### config.mk
export PLATFORM = sky130hd
export DESIGN_NAME = fifo_pkt_framer
export DESIGN_NICKNAME = d
export VERILOG_FILES = /design/src/rtl/fifo_pkt_pkg.sv /design/src/rtl/fifo_pkt_framer_out_reg.sv /design/src/rtl/fifo_pkt_framer.sv
export SDC_FILE = /design/constraint.sdc
export NUM_CORES = 1
export LEC_CHECK = 0
export BUFFER_PORTS_ARGS = -buffer_cell sky130_fd_sc_hd__buf_2
export CAP_MARGIN = 40
export CORE_MARGIN = 5
export CORE_UTILIZATION = 61
export CTS_BUF_LIST = sky130_fd_sc_hd__clkbuf_16
export DETAILED_ROUTE_END_ITERATION = 10
export PLACE_DENSITY_LB_ADDON = 0.2
export SLEW_MARGIN = 20
export SYNTH_ARGS = -nofsm -noshare
export SYNTH_HDL_FRONTEND = slang
export SYNTH_SLANG_ARGS = --single-unit
### constraint.sdc
create_clock -name clk -period 3.5 [get_ports clk]
set_input_delay 0.35 -clock clk [delete_from_list [all_inputs] [get_ports clk]]
set_output_delay 0.35 -clock clk [all_outputs]
set_load 0.01 [all_outputs]
### src/rtl/fifo_pkt_pkg.sv
// Shared types and width helpers for the FIFO packet framer.
package fifo_pkt_pkg;

    typedef enum logic [2:0] {
        IDLE,
        HEADER,
        PAYLOAD,
        PAD,
        CHECKSUM
    } state_t;

    localparam int FRAME_CNT_W = 16;

    // Counters must be able to hold the terminal value itself, hence n+1.
    function automatic int word_cnt_w(input int pkt_len);
        return $clog2(pkt_len + 1);
    endfunction

    function automatic int starve_cnt_w(input int idle_timeout);
        return $clog2(idle_timeout + 1);
    endfunction

endpackage

### src/rtl/fifo_pkt_framer_out_reg.sv
// Single-entry output register for the framer stream: a data word plus sof/eof flags.
// Handshake: a beat transfers on a clk edge where out_valid && out_ready; while
// out_valid && !out_ready every out_* holds, otherwise the register reloads each cycle.
module pkt_out_reg #(
    parameter int DATA_WIDTH = 8
) (
    input  logic                  clk,
    input  logic                  rst_n,
    input  logic                  beat_valid,
    input  logic [DATA_WIDTH-1:0] beat_data,
    input  logic                  beat_sof,
    input  logic                  beat_eof,
    input  logic                  out_ready,
    output logic                  load,
    output logic                  out_valid,
    output logic [DATA_WIDTH-1:0] out_data,
    output logic                  out_sof,
    output logic                  out_eof
);

    logic [DATA_WIDTH+1:0] beat_q;

    assign load = !out_valid || out_ready;

    // A load without a new beat empties the register; flags and data follow the
    // upstream defaults (all zero) in that case.
    always_ff @(posedge clk or negedge rst_n) begin
        if (!rst_n) begin
            out_valid <= 1'b0;
            beat_q    <= '0;
        end else if (load) begin
            out_valid <= beat_valid;
            beat_q    <= {beat_sof, beat_eof, beat_data};
        end
    end

    assign out_data = beat_q[DATA_WIDTH-1:0];
    assign out_eof  = beat_q[DATA_WIDTH];
    assign out_sof  = beat_q[DATA_WIDTH+1];

endmodule

### src/rtl/fifo_pkt_framer.sv
// Pops payload words from a FIFO and emits header / PKT_LEN payload / XOR checksum
// frames; a frame starved for IDLE_TIMEOUT cycles is completed with PAD_VALUE words.
module fifo_pkt_framer
    import fifo_pkt_pkg::*;
#(
    parameter int                    DATA_WIDTH   = 8,
    parameter int                    PKT_LEN      = 4,
    parameter int                    IDLE_TIMEOUT = 16,
    parameter logic [DATA_WIDTH-1:0] PAD_VALUE    = '0
) (
    input  logic                   clk,
    input  logic                   rst_n,
    input  logic                   rd_valid,
    input  logic [DATA_WIDTH-1:0]  rd_data,
    output logic                   rd_en,
    output logic                   out_valid,
    input  logic                   out_ready,
    output logic [DATA_WIDTH-1:0]  out_data,
    output logic                   out_sof,
    output logic                   out_eof,
    output logic                   pad_pulse,
    output logic [FRAME_CNT_W-1:0] frame_cnt
);

    localparam int WCNT_W = word_cnt_w(PKT_LEN);
    localparam int SCNT_W = starve_cnt_w(IDLE_TIMEOUT);
    localparam logic [WCNT_W-1:0] WCNT_LAST = WCNT_W'(PKT_LEN - 1);
    localparam logic [WCNT_W-1:0] WCNT_MAX  = WCNT_W'(PKT_LEN);
    localparam logic [SCNT_W-1:0] SCNT_LAST = SCNT_W'(IDLE_TIMEOUT - 1);
    localparam logic [SCNT_W-1:0] SCNT_MAX  = SCNT_W'(IDLE_TIMEOUT);

    state_t                   state_q, state_d;
    logic [DATA_WIDTH-1:0]    seq_q, seq_d;
    logic [DATA_WIDTH-1:0]    chk_q, chk_d;
    logic [WCNT_W-1:0]        wcnt_q, wcnt_d, wcnt_inc;
    logic [SCNT_W-1:0]        scnt_q, scnt_d, scnt_inc;
    logic [FRAME_CNT_W-1:0]   frame_cnt_q, frame_cnt_d;
    logic                     pad_pulse_d;

    logic                     load;
    logic                     beat_valid;
    logic [DATA_WIDTH-1:0]    beat_data;
    logic                     beat_sof;
    logic                     beat_eof;

    assign wcnt_inc = (wcnt_q == WCNT_MAX) ? wcnt_q : wcnt_q + 1'b1;
    assign scnt_inc = (scnt_q == SCNT_MAX) ? scnt_q : scnt_q + 1'b1;

    always_ff @(posedge clk or negedge rst_n) begin
        if (!rst_n) begin
            state_q     <= IDLE;
            seq_q       <= '0;
            chk_q       <= '0;
            wcnt_q      <= '0;
            scnt_q      <= '0;
            frame_cnt_q <= '0;
            pad_pulse   <= 1'b0;
        end else begin
            state_q     <= state_d;
            seq_q       <= seq_d;
            chk_q       <= chk_d;
            wcnt_q      <= wcnt_d;
            scnt_q      <= scnt_d;
            frame_cnt_q <= frame_cnt_d;
            pad_pulse   <= pad_pulse_d;
        end
    end

    always_comb begin
        state_d     = state_q;
        seq_d       = seq_q;
        chk_d       = chk_q;
        wcnt_d      = wcnt_q;
        scnt_d      = scnt_q;
        frame_cnt_d = frame_cnt_q;
        pad_pulse_d = 1'b0;
        rd_en       = 1'b0;
        beat_valid  = 1'b0;
        beat_data   = '0;
        beat_sof    = 1'b0;
        beat_eof    = 1'b0;

        case (state_q)
            IDLE: begin
                if (rd_valid) state_d = HEADER;
            end
            HEADER: begin
                if (load) begin
                    beat_valid = 1'b1;
                    beat_data  = seq_q;
                    beat_sof   = 1'b1;
                    chk_d      = '0;
                    wcnt_d     = '0;
                    scnt_d     = '0;
                    state_d    = PAYLOAD;
                end
            end
            PAYLOAD: begin
                // A pop takes priority over the timeout that would fire this cycle.
                if (load && rd_valid) begin
                    rd_en      = 1'b1;
                    beat_valid = 1'b1;
                    beat_data  = rd_data;
                    chk_d      = chk_q ^ rd_data;
                    wcnt_d     = wcnt_inc;
                    scnt_d     = '0;
                    if (wcnt_q == WCNT_LAST) state_d = CHECKSUM;
                end else if (load) begin
                    scnt_d = scnt_inc;
                    if (scnt_q == SCNT_LAST) begin
                        state_d     = PAD;
                        pad_pulse_d = 1'b1;
                    end
                end
            end
            PAD: begin
                if (load) begin
                    beat_valid = 1'b1;
                    beat_data  = PAD_VALUE;
                    chk_d      = chk_q ^ PAD_VALUE;
                    wcnt_d     = wcnt_inc;
                    if (wcnt_q == WCNT_LAST) state_d = CHECKSUM;
                end
            end
            CHECKSUM: begin
                if (load) begin
                    beat_valid  = 1'b1;
                    beat_data   = chk_q;
                    beat_eof    = 1'b1;
                    seq_d       = seq_q + 1'b1;
                    frame_cnt_d = frame_cnt_q + 1'b1;
                    state_d     = IDLE;
                end
            end
            default: state_d = IDLE;
        endcase
    end

    pkt_out_reg #(
        .DATA_WIDTH(DATA_WIDTH)
    ) u_out_reg (
        .clk       (clk),
        .rst_n     (rst_n),
        .beat_valid(beat_valid),
        .beat_data (beat_data),
        .beat_sof  (beat_sof),
        .beat_eof  (beat_eof),
        .out_ready (out_ready),
        .load      (load),
        .out_valid (out_valid),
        .out_data  (out_data),
        .out_sof   (out_sof),
        .out_eof   (out_eof)
    );

    assign frame_cnt = frame_cnt_q;

endmodule

==> impl_metrics.toml, run 1 <==
[detailed_routing]
drtIter0Drc = 153
postRouteWirelength_mm = 5.75
route.antenna.remaining_nets = 0
drt-vias-per-instance = 5.79
post_drt_wl_per_cell_um = 15.9
routed-via-count = 2089
first_pass_iters = 4
route.detailed.drc = 0

[synthesis]
synth_cell_types = 41
synth_nets = 290
synth_top_cells_by_count = "dfrtp_1 (55), nand2_1 (26), xnor2_1 (19), o21ai_0 (18), nand4_1 (14)"
synth_top_cell_by_area = "dfrtp_1"
syn-mean-instance-area_um2 = 10.2
synth_sequential_area_ratio_pct = 50.2
synthCells = 270
synth_seq_cells = 55
yosys.cell_count.top_type = "dfrtp_1"
syn-cell-area_um2 = 2740
ys.warnings.count = 0
synth-edff-count = 0
yosys.area.top_type_share_pct = 50.2
async_reset_ff_share_pct = 100
ys.flop_type = "dfrtp_1"
netlist_top_cells_area = "dfrtp_1 (50%), xnor2_1 (6.1%), xor2_1 (3.8%)"

[placed_design]
pre_cts_slack_ns = 1.42
place_congestion = 0.845
place_hpwl_mm = 4.04
post-place-cells = 351
place.port_buffers = 40

[floorplanning]
fp.dieH_um = 77.1
floorplan.die_area_um2 = 5940
design.portCount = 41
floorplan.rows = 24
area_of_the_core_um2 = 4350
start_util_pct = 63.0
chipWidth_um = 77.1

[sta]
post-route-period-util_pct = 60.3
timing_worst_slew_pin_value_ns = 0.796
setup_total_negative_slack_ns = 0
timing.slew.headroom_pct = 46.8
final-setup-viol-count = 0
clock.fmax_ghz = 0.474
skew_ns = 0.00389
drv_slew = 0
final.min_clock_period_ns = 2.11
report.final.hold_viol_count = 0
rsz0062_at_grt = "false"
worst_path_setup_slack_after_routing_ns = 1.39

[worst_setup_path]
endpoint = "rd_en"
crit_path_max_delay_family = "flip-flops"
worstRegToRegCells = 4
timing.critical_path.from = "state_q[1]"
worst_setup_path_end_kind = "output pin"
worst_ep_arrival_time_ns = 1.76
crit_required_ns = 3.15
critical_path_depth = 3
path_class = "flop to output pin"
worstPathCellList = "nand2b_1 > nor3_1 > buf_2"
critPathBufInv = 1
worst_path_fanout_max = 26
reg2reg_setup_slack_ns = 1.39
cp_slowest_stage_delay_ns = 0.83
worstReg2RegStart = "state_q[1]"
critical_path.reg2reg.endpoint = "frame_cnt[9]"
critPathLaunchType = "flop"
timing.critical_path.slowest_stage_cell = "dfrtp_1"

[status]
run_status = "completed"

[cells_and_area]
layout_nets = 328
antennaDiodeCount = 0
drive_above_1_share_pct = 18.4
layoutNonFillerInstCount = 361
post-route-util_pct = 72.4
syn_to_final_growth_pct = 15.0

[global_routing]
grt_antenna_before_repair = 0
grt_pass1_vias = 2154
grt.total_usage_pct = 21.1
grt_overflow = 0
grt_max_degree = 36
wire_length_of_the_first_global_routing_pass_mm = 10.3

[cts]
worst_setup_hold_path_clk_slew_ns = 0.07
cts_resized = 0
cts-root-to-sink-buffers = 2
cts-root-buf = "clkbuf_16"
cts_tree = "done"
cts.sinks = 55
cts_buffers = 5
cts_max_level = 2
clock_latency_ns = 0.29

[power]
cellPowerDensity_nw_per_um2 = 638
p_leak_nw = 1.51
vdd_drop_max_mv = 0.509

[job]
drv_cap = 0

[worst_hold_path]
worstHoldPathType = "primary input to asynchronous set/reset pin"
==> cells by family (layout without fill, tap and decap cells) <==
kind of cell,after synthesis,after routing,synth area share (%)
AO/OA/AOI/OAI,51,51,12.2
AND/OR/NAND/NOR,98,98,19.6
flip-flops,55,55,50.2
multiplexers,3,3,1.19
adder cells (fa/ha/maj),8,8,3.65
XOR/XNOR,31,31,9.90
buffers and inverters,24,63,3.33
==> power by group <==
| part | switching, mW | total [mW] | leakage (nW) | internal [mW] |
|---|---|---|---|---|
| clock | 0.229 | 0.494 | 0.0716 | 0.266 |
| combinational | 0.350 | 0.604 | 0.696 | 0.253 |
| sequential | 0.156 | 0.913 | 0.739 | 0.757 |
| total | 0.735 | 2.01 | 1.51 | 1.28 |
==> state kept, by name, summed over array words and instances (netlist names) <==
register and cells:
scnt_q 5, wcnt_q 3, chk_q 8, state_q 3, pad_pulse 1, seq_q 8, u_out_reg.beat_q 10, frame_cnt 16
u_out_reg.out_valid 1
==> worst min path at each step <==
stage | from | to | slack, ns | cells after the start
2_1_floorplan | rst_n | chk_q[0] | 0.05 | 0
3_3_place_gp | u_out_reg.beat_q[4] | u_out_reg.beat_q[4] | 0.46 | 2
6_report | rst_n | scnt_q[2] | 0.42 | 2
4_1_cts | rst_n | scnt_q[2] | 0.17 | 1
5_1_grt | rst_n | scnt_q[2] | 0.44 | 2
3_5_place_dp | u_out_reg.beat_q[9] | u_out_reg.beat_q[9] | 0.46 | 1
==> through the flow <==
stage | total power [mW] | hold WS, ns | area (um2)
floorplan | 1.33 | 0.0544 | 2740
global placement | 1.50 | 0.459 | 2970
detailed placement | 1.52 | 0.461 | 2980
CTS | 2.02 | 0.165 | 3120
global route | 2.16 | 0.441 | 3150
finish | 2.01 | 0.419 | 3150
==> repair_timing <==
action                                 in CTS  in global routing
setup buffers                               0                  0
endpoints found under the hold margin       0                  4
hold buffers                                0                  1
==> metal layers <==
layer  vias up  part of all wire, %  track usage [%]
met4         0                  2.2             7.56
met5         -                    0                0
met2        56                   45             31.7
li1       1026                    -                -
met1       997                   48             29.8
met3        10                  5.0             5.27
==> worst reg2reg max path: stages, from the launching register on <==
cell and delay, ns:
dfrtp_1 0.66, or3b_4 0.55, nor4b_4 0.44, nand4_1 0.18, xnor2_1 0.16
==> placed cells by master (no fill, tap or decap), types with 2 or more instances in the layout <==
cell type	Yosys	layout
buf_4	0	3
a22oi_1	8	8
nand2_1	26	26
ha_1	8	8
nor3b_1	3	3
xnor2_1	19	19
nor2b_1	4	4
nand4_1	14	14
o31ai_1	3	3
a21o_1	2	2
a21oi_1	4	4
o21a_1	8	8
dfrtp_1	55	55
nand3_1	12	12
xor2_1	12	12
inv_1	9	10
o21ai_0	18	18
mux2_2	2	2
buf_2	1	41
and4_1	3	3
nand3b_1	2	2
and3_1	5	5
a211o_1	2	2
nor2_1	13	13
clkbuf_16	0	5
nand2b_1	6	6
nor3_1	3	3
==> cell type report <==
cell class	instances	area, um2
clock buffer	5	125
clock inverter	3	20.0
fill	317	1200
inverter	9	33.8
multi-input combinational	191	1280
sequential	55	1380
tap	52	65.1
timing repair buffer	46	258
No activity file was read; power rests on OpenSTA's default activity.
==> inputs of run 2 (changes only) <==
--- a/config.mk
+++ b/config.mk
@@ -8,7 +8,7 @@
 export BUFFER_PORTS_ARGS = -buffer_cell sky130_fd_sc_hd__buf_2
 export CAP_MARGIN = 40
 export CORE_MARGIN = 5
-export CORE_UTILIZATION = 61
+export CORE_UTILIZATION = 56
 export CTS_BUF_LIST = sky130_fd_sc_hd__clkbuf_16
 export DETAILED_ROUTE_END_ITERATION = 10
 export PLACE_DENSITY_LB_ADDON = 0.2
==> constraint.sdc (replaced) <==
create_clock -name clk -period 2.05 [get_ports clk]
set_input_delay 0.205 -clock clk [delete_from_list [all_inputs] [get_ports clk]]
set_output_delay 0.205 -clock clk [all_outputs]
set_load 0.01 [all_outputs]
==> impl_metrics.toml, run 2 (same netlist as run 1, synthesis figures left out) <==
[sta]
setup_total_negative_slack_ns = 0
skew_ns = 0.00588
report.final.hold_viol_count = 0
timing.slew.headroom_pct = 61.9
final-setup-viol-count = 0
timing_worst_slew_pin_value_ns = 0.569
rsz0062_at_grt = "false"
post-route-period-util_pct = 90.0
drv_slew = 0
worst_path_setup_slack_after_routing_ns = 0.205
clock.fmax_ghz = 0.542
final.min_clock_period_ns = 1.84

[detailed_routing]
drt-vias-per-instance = 5.42
routed-via-count = 2091
drtIter0Drc = 111
first_pass_iters = 4
post_drt_wl_per_cell_um = 14.6
postRouteWirelength_mm = 5.65
route.detailed.drc = 0
route.antenna.remaining_nets = 0

[cts]
clock_latency_ns = 0.29
cts_resized = 0
cts-root-buf = "clkbuf_16"
worst_setup_hold_path_clk_slew_ns = 0.07
cts_tree = "done"
cts_max_level = 2
cts.sinks = 55
cts-root-to-sink-buffers = 2
post-cts-setup-buffer-count = 0
cts_buffers = 5
post_cts_hold_buffer_count = 1

[placed_design]
place.port_buffers = 40
place_hpwl_mm = 4.14
post-place-cells = 377
pre_cts_slack_ns = 0.232
place_congestion = 0.840

[worst_setup_path]
crit_required_ns = 1.85
worst_ep_arrival_time_ns = 1.64
critPathLaunchType = "flop"
path_class = "flop to output pin"
worst_path_fanout_max = 13
worst_setup_path_end_kind = "output pin"
worstRegToRegCells = 4

[global_routing]
grt.total_usage_pct = 19.8
grt_overflow = 0
grt_antenna_before_repair = 0
wire_length_of_the_first_global_routing_pass_mm = 9.91
grt_pass1_vias = 1988
grt_max_degree = 26

[floorplanning]
fp.dieH_um = 80
floorplan.die_area_um2 = 6400
area_of_the_core_um2 = 4750
start_util_pct = 57.7
design.portCount = 41
floorplan.rows = 25
chipWidth_um = 80

[cells_and_area]
layout_commonest_cell = "dfrtp_1"
most-common-layout-cells = "dfrtp_1 (55), buf_2 (40), nand2_1 (26)"
drive_above_1_share_pct = 20.7
post-route-util_pct = 68.0
layout_nets = 338
layoutNonFillerInstCount = 386
syn_to_final_growth_pct = 17.9
antennaDiodeCount = 0
largest_reg_flops = 16

[power]
vdd_drop_max_mv = 0.610
cellPowerDensity_nw_per_um2 = 1090
p_leak_nw = 1.55
p_total_mw = 3.51

[worst_hold_path]
worst_hold_path.num_cells = 4
worstHoldPathType = "primary input to flop"

[status]
run_status = "completed"

[job]
drv_cap = 0
run 2: changes by cell type in the layout (fill, tap and decap cells not counted), sizes merged:
cell	change
clkinvlp	-1
inv	-1
buf	+10
clkinv	+2
run 2: metal layers:
layer | GRT usage, % | routed length (um) | vias to the layer above
li1 | - | - | 1037
met1 | 29.0 | 2810 | 1000
met2 | 29.9 | 2530 | 49
met3 | 3.95 | 262 | 5
met4 | 5.07 | 45 | 0
met5 | 0 | 0 | -
run 2: final cells by class:
cell class | count | area (um2)
clock buffer | 5 | 125
clock inverter | 3 | 16.3
fill | 402 | 1520
inverter | 9 | 33.8
multi-input combinational | 191 | 1280
sequential | 55 | 1380
tap | 67 | 83.8
timing repair buffer | 56 | 323
run 2: final timing paths:
| check | start | endpoint | slack (ns) |
|---|---|---|---|
| setup reg to reg | state_q[0] | frame_cnt[5] | 0.21 |
| min in group asynchronous | rst_n | frame_cnt[8] | 0.43 |
| max in group asynchronous | rst_n | u_out_reg.beat_q[0] | 1.01 |
| hold / removal | rd_data[3] | chk_q[3] | 0.31 |
| setup / recovery | u_out_reg.out_valid | rd_en | 0.21 |
| hold reg to reg | frame_cnt[15] | frame_cnt[15] | 0.48 |
run 2: per-stage QoR:
stage          area, um2  hold slack [ns]
2_1_floorplan       2740          -0.0906
3_3_place_gp        3080            0.203
6_report            3230            0.313
5_1_grt             3230            0.320
4_1_cts             3230            0.309
3_5_place_dp        3080            0.207
run 2: where the power goes:
group	total, mW	switching [mW]	internal (mW)
Sequential	1.48	0.185	1.30
Clock	0.804	0.357	0.446
Combinational	1.23	0.705	0.523
Total	3.51	1.25	2.26
run 2: critical path, stage by stage (launching register included):
cell	delay [ns]
dfrtp_1	0.38
nand2b_1	0.39
nand2_1	0.20
nor3_1	0.21
buf_2	0.17
==> inputs of run 3 (changes only) <==
==> constraint.sdc (replaced) <==
create_clock -name clk -period 2 [get_ports clk]
set_input_delay 0.2 -clock clk [delete_from_list [all_inputs] [get_ports clk]]
set_output_delay 0.2 -clock clk [all_outputs]
set_load 0.01 [all_outputs]
==> impl_metrics.toml, run 3 (same netlist as run 1, synthesis figures left out) <==
[status]
run_status = "completed"

[global_routing]
grt_max_degree = 55
grt_use_met1_pct = 28.5
grt.total_usage_pct = 20.0
busiest_layer = "met2"
grt_util_met3_pct = 4.51
grt_overflow = 0
wire_length_of_the_first_global_routing_pass_mm = 10.1
grt_antenna_before_repair = 0
global_route.usage.met2_pct = 31.4
grt_pass1_vias = 2094

[cts]
cts.sinks = 55
post-cts-setup-buffer-count = 0
cts-root-to-sink-buffers = 2
clock_latency_ns = 0.28
cts_tree = "done"
cts-root-buf = "clkbuf_16"
cts_max_level = 2
cts_buffers = 5
worst_setup_hold_path_clk_slew_ns = 0.07

[power]
switching_power_summed_over_all_nets_mw = 1.30
p_total_mw = 3.63
cellPowerDensity_nw_per_um2 = 1120
power.share.combinational_pct = 35.3
p_leak_nw = 1.54
internal_power_summed_over_all_cells_mw = 2.32
power.share.clock_pct = 22.7
sw_frac_of_total_pct = 36.0
vdd_drop_max_mv = 0.648
p_seq_share_pct = 42.0

[sta]
post-route-period-util_pct = 92.7
report.final.hold_viol_count = 0
drv_slew = 0
timing.slew.headroom_pct = 56.5
final-setup-viol-count = 0
final.min_clock_period_ns = 1.85
skew_ns = 0.00404
rsz0062_at_grt = "false"
timing_worst_slew_pin_value_ns = 0.650
clock.fmax_ghz = 0.540
setup_total_negative_slack_ns = 0
worst_path_setup_slack_after_routing_ns = 0.146

[worst_setup_path]
cp_slowest_stage_delay_ns = 0.47
critPathLaunchType = "flop"
reg2reg_setup_slack_ns = 0.15
worst_ep_arrival_time_ns = 2.02
critPathBufInv = 0
crit_required_ns = 2.17
worstReg2RegStart = "state_q[0]"
crit_path_max_delay_family = "simple AND/OR/NAND/NOR gates"
worst_setup_path_end_kind = "flop"
worstPathCellList = "or3b_4 > nor4b_4 > nand4_1 > xnor2_1"
critical_path.reg2reg.endpoint = "frame_cnt[15]"
worst_path_fanout_max = 8
worstRegToRegCells = 4
path_class = "flop to flop"
timing.critical_path.slowest_stage_cell = "or3b_4"

[cells_and_area]
layout_nets = 337
post-route-util_pct = 67.8
syn_to_final_growth_pct = 17.6
layout_commonest_cell = "dfrtp_1"
most-common-layout-cells = "dfrtp_1 (55), buf_2 (40), nand2_1 (26)"
antennaDiodeCount = 0
layoutNonFillerInstCount = 385
largest_reg_flops = 16
drive_above_1_share_pct = 20.4

[floorplanning]
floorplan.rows = 25
design.portCount = 41
fp.dieH_um = 80
floorplan.die_area_um2 = 6400
start_util_pct = 57.7
area_of_the_core_um2 = 4750
chipWidth_um = 80

[detailed_routing]
first_pass_iters = 4
routed-via-count = 2117
route.detailed.drc = 0
route.antenna.remaining_nets = 0
post_drt_wl_per_cell_um = 15.0
postRouteWirelength_mm = 5.77
drt-vias-per-instance = 5.50
drtIter0Drc = 127

[placed_design]
place_congestion = 0.865
place_hpwl_mm = 4.10
pre_cts_slack_ns = 0.165
place.port_buffers = 40
post-place-cells = 376

[job]
drv_cap = 0

[worst_hold_path]
worstHoldPathType = "primary input to asynchronous set/reset pin"
-- run 3: cell count changes in the layout (fill, tap and decap cells not counted) --
cell        before  now
buf_4           15   14
clkinv_1         1    2
clkinv_4         1    0
clkinvlp_4       0    1
inv_1           10    9
-- run 3: through the flow --
stage / instance area, um2 / hold slack (ns)
2_1_floorplan: 2740 / -0.0956
3_3_place_gp: 3080 / -0.0187
3_5_place_dp: 3080 / -0.0182
4_1_cts: 3230 / 0.220
5_1_grt: 3230 / 0.238
6_report: 3230 / 0.228
-- run 3: cell type report --
| class | count | area, um2 |
|---|---|---|
| Tap cell | 67 | 83.8 |
| Fill cell | 407 | 1530 |
| Clock inverter | 3 | 15.0 |
| Clock buffer | 5 | 125 |
| Inverter | 9 | 33.8 |
| Sequential cell | 55 | 1380 |
| Multi-Input combinational cell | 191 | 1280 |
| Timing Repair Buffer | 55 | 315 |
-- run 3: worst max path at each step --
stage,to,cells after the start,startpoint
finish,frame_cnt[15],4,state_q[0]
global route,frame_cnt[5],4,state_q[0]
CTS,frame_cnt[15],4,state_q[0]
detailed placement,frame_cnt[15],4,state_q[0]
global placement,frame_cnt[5],4,state_q[0]
floorplan,scnt_q[3],5,u_out_reg.out_valid
-- run 3: per-layer routing --
layer	vias up	wire [um]
met1	1013	2690
met5	-	0
met3	4	376
li1	1042	-
met2	58	2680
met4	0	30
-- run 3: worst register-to-register path, cell delays in order, from the launching register on --
cell	delay, ns
dfrtp_1	0.46
or3b_4	0.47
nor4b_4	0.46
nand4_1	0.19
xnor2_1	0.16
-- run 3: what timing repair did --
item | in CTS | in global routing
hold endpoints to repair | 1 | 0
hold buffers | 1 | 0
resized for setup | 0 | 0
-- run 3: power groups by stage --
stage          registers (mW)  clock network, mW  logic (mW)
6_report                 1.52              0.822        1.28
3_3_place_gp             1.52                  0        1.23
3_5_place_dp             1.53                  0        1.26
5_1_grt                  1.55              0.898        1.44
4_1_cts                  1.52              0.845        1.28
2_1_floorplan            1.52                  0       0.816
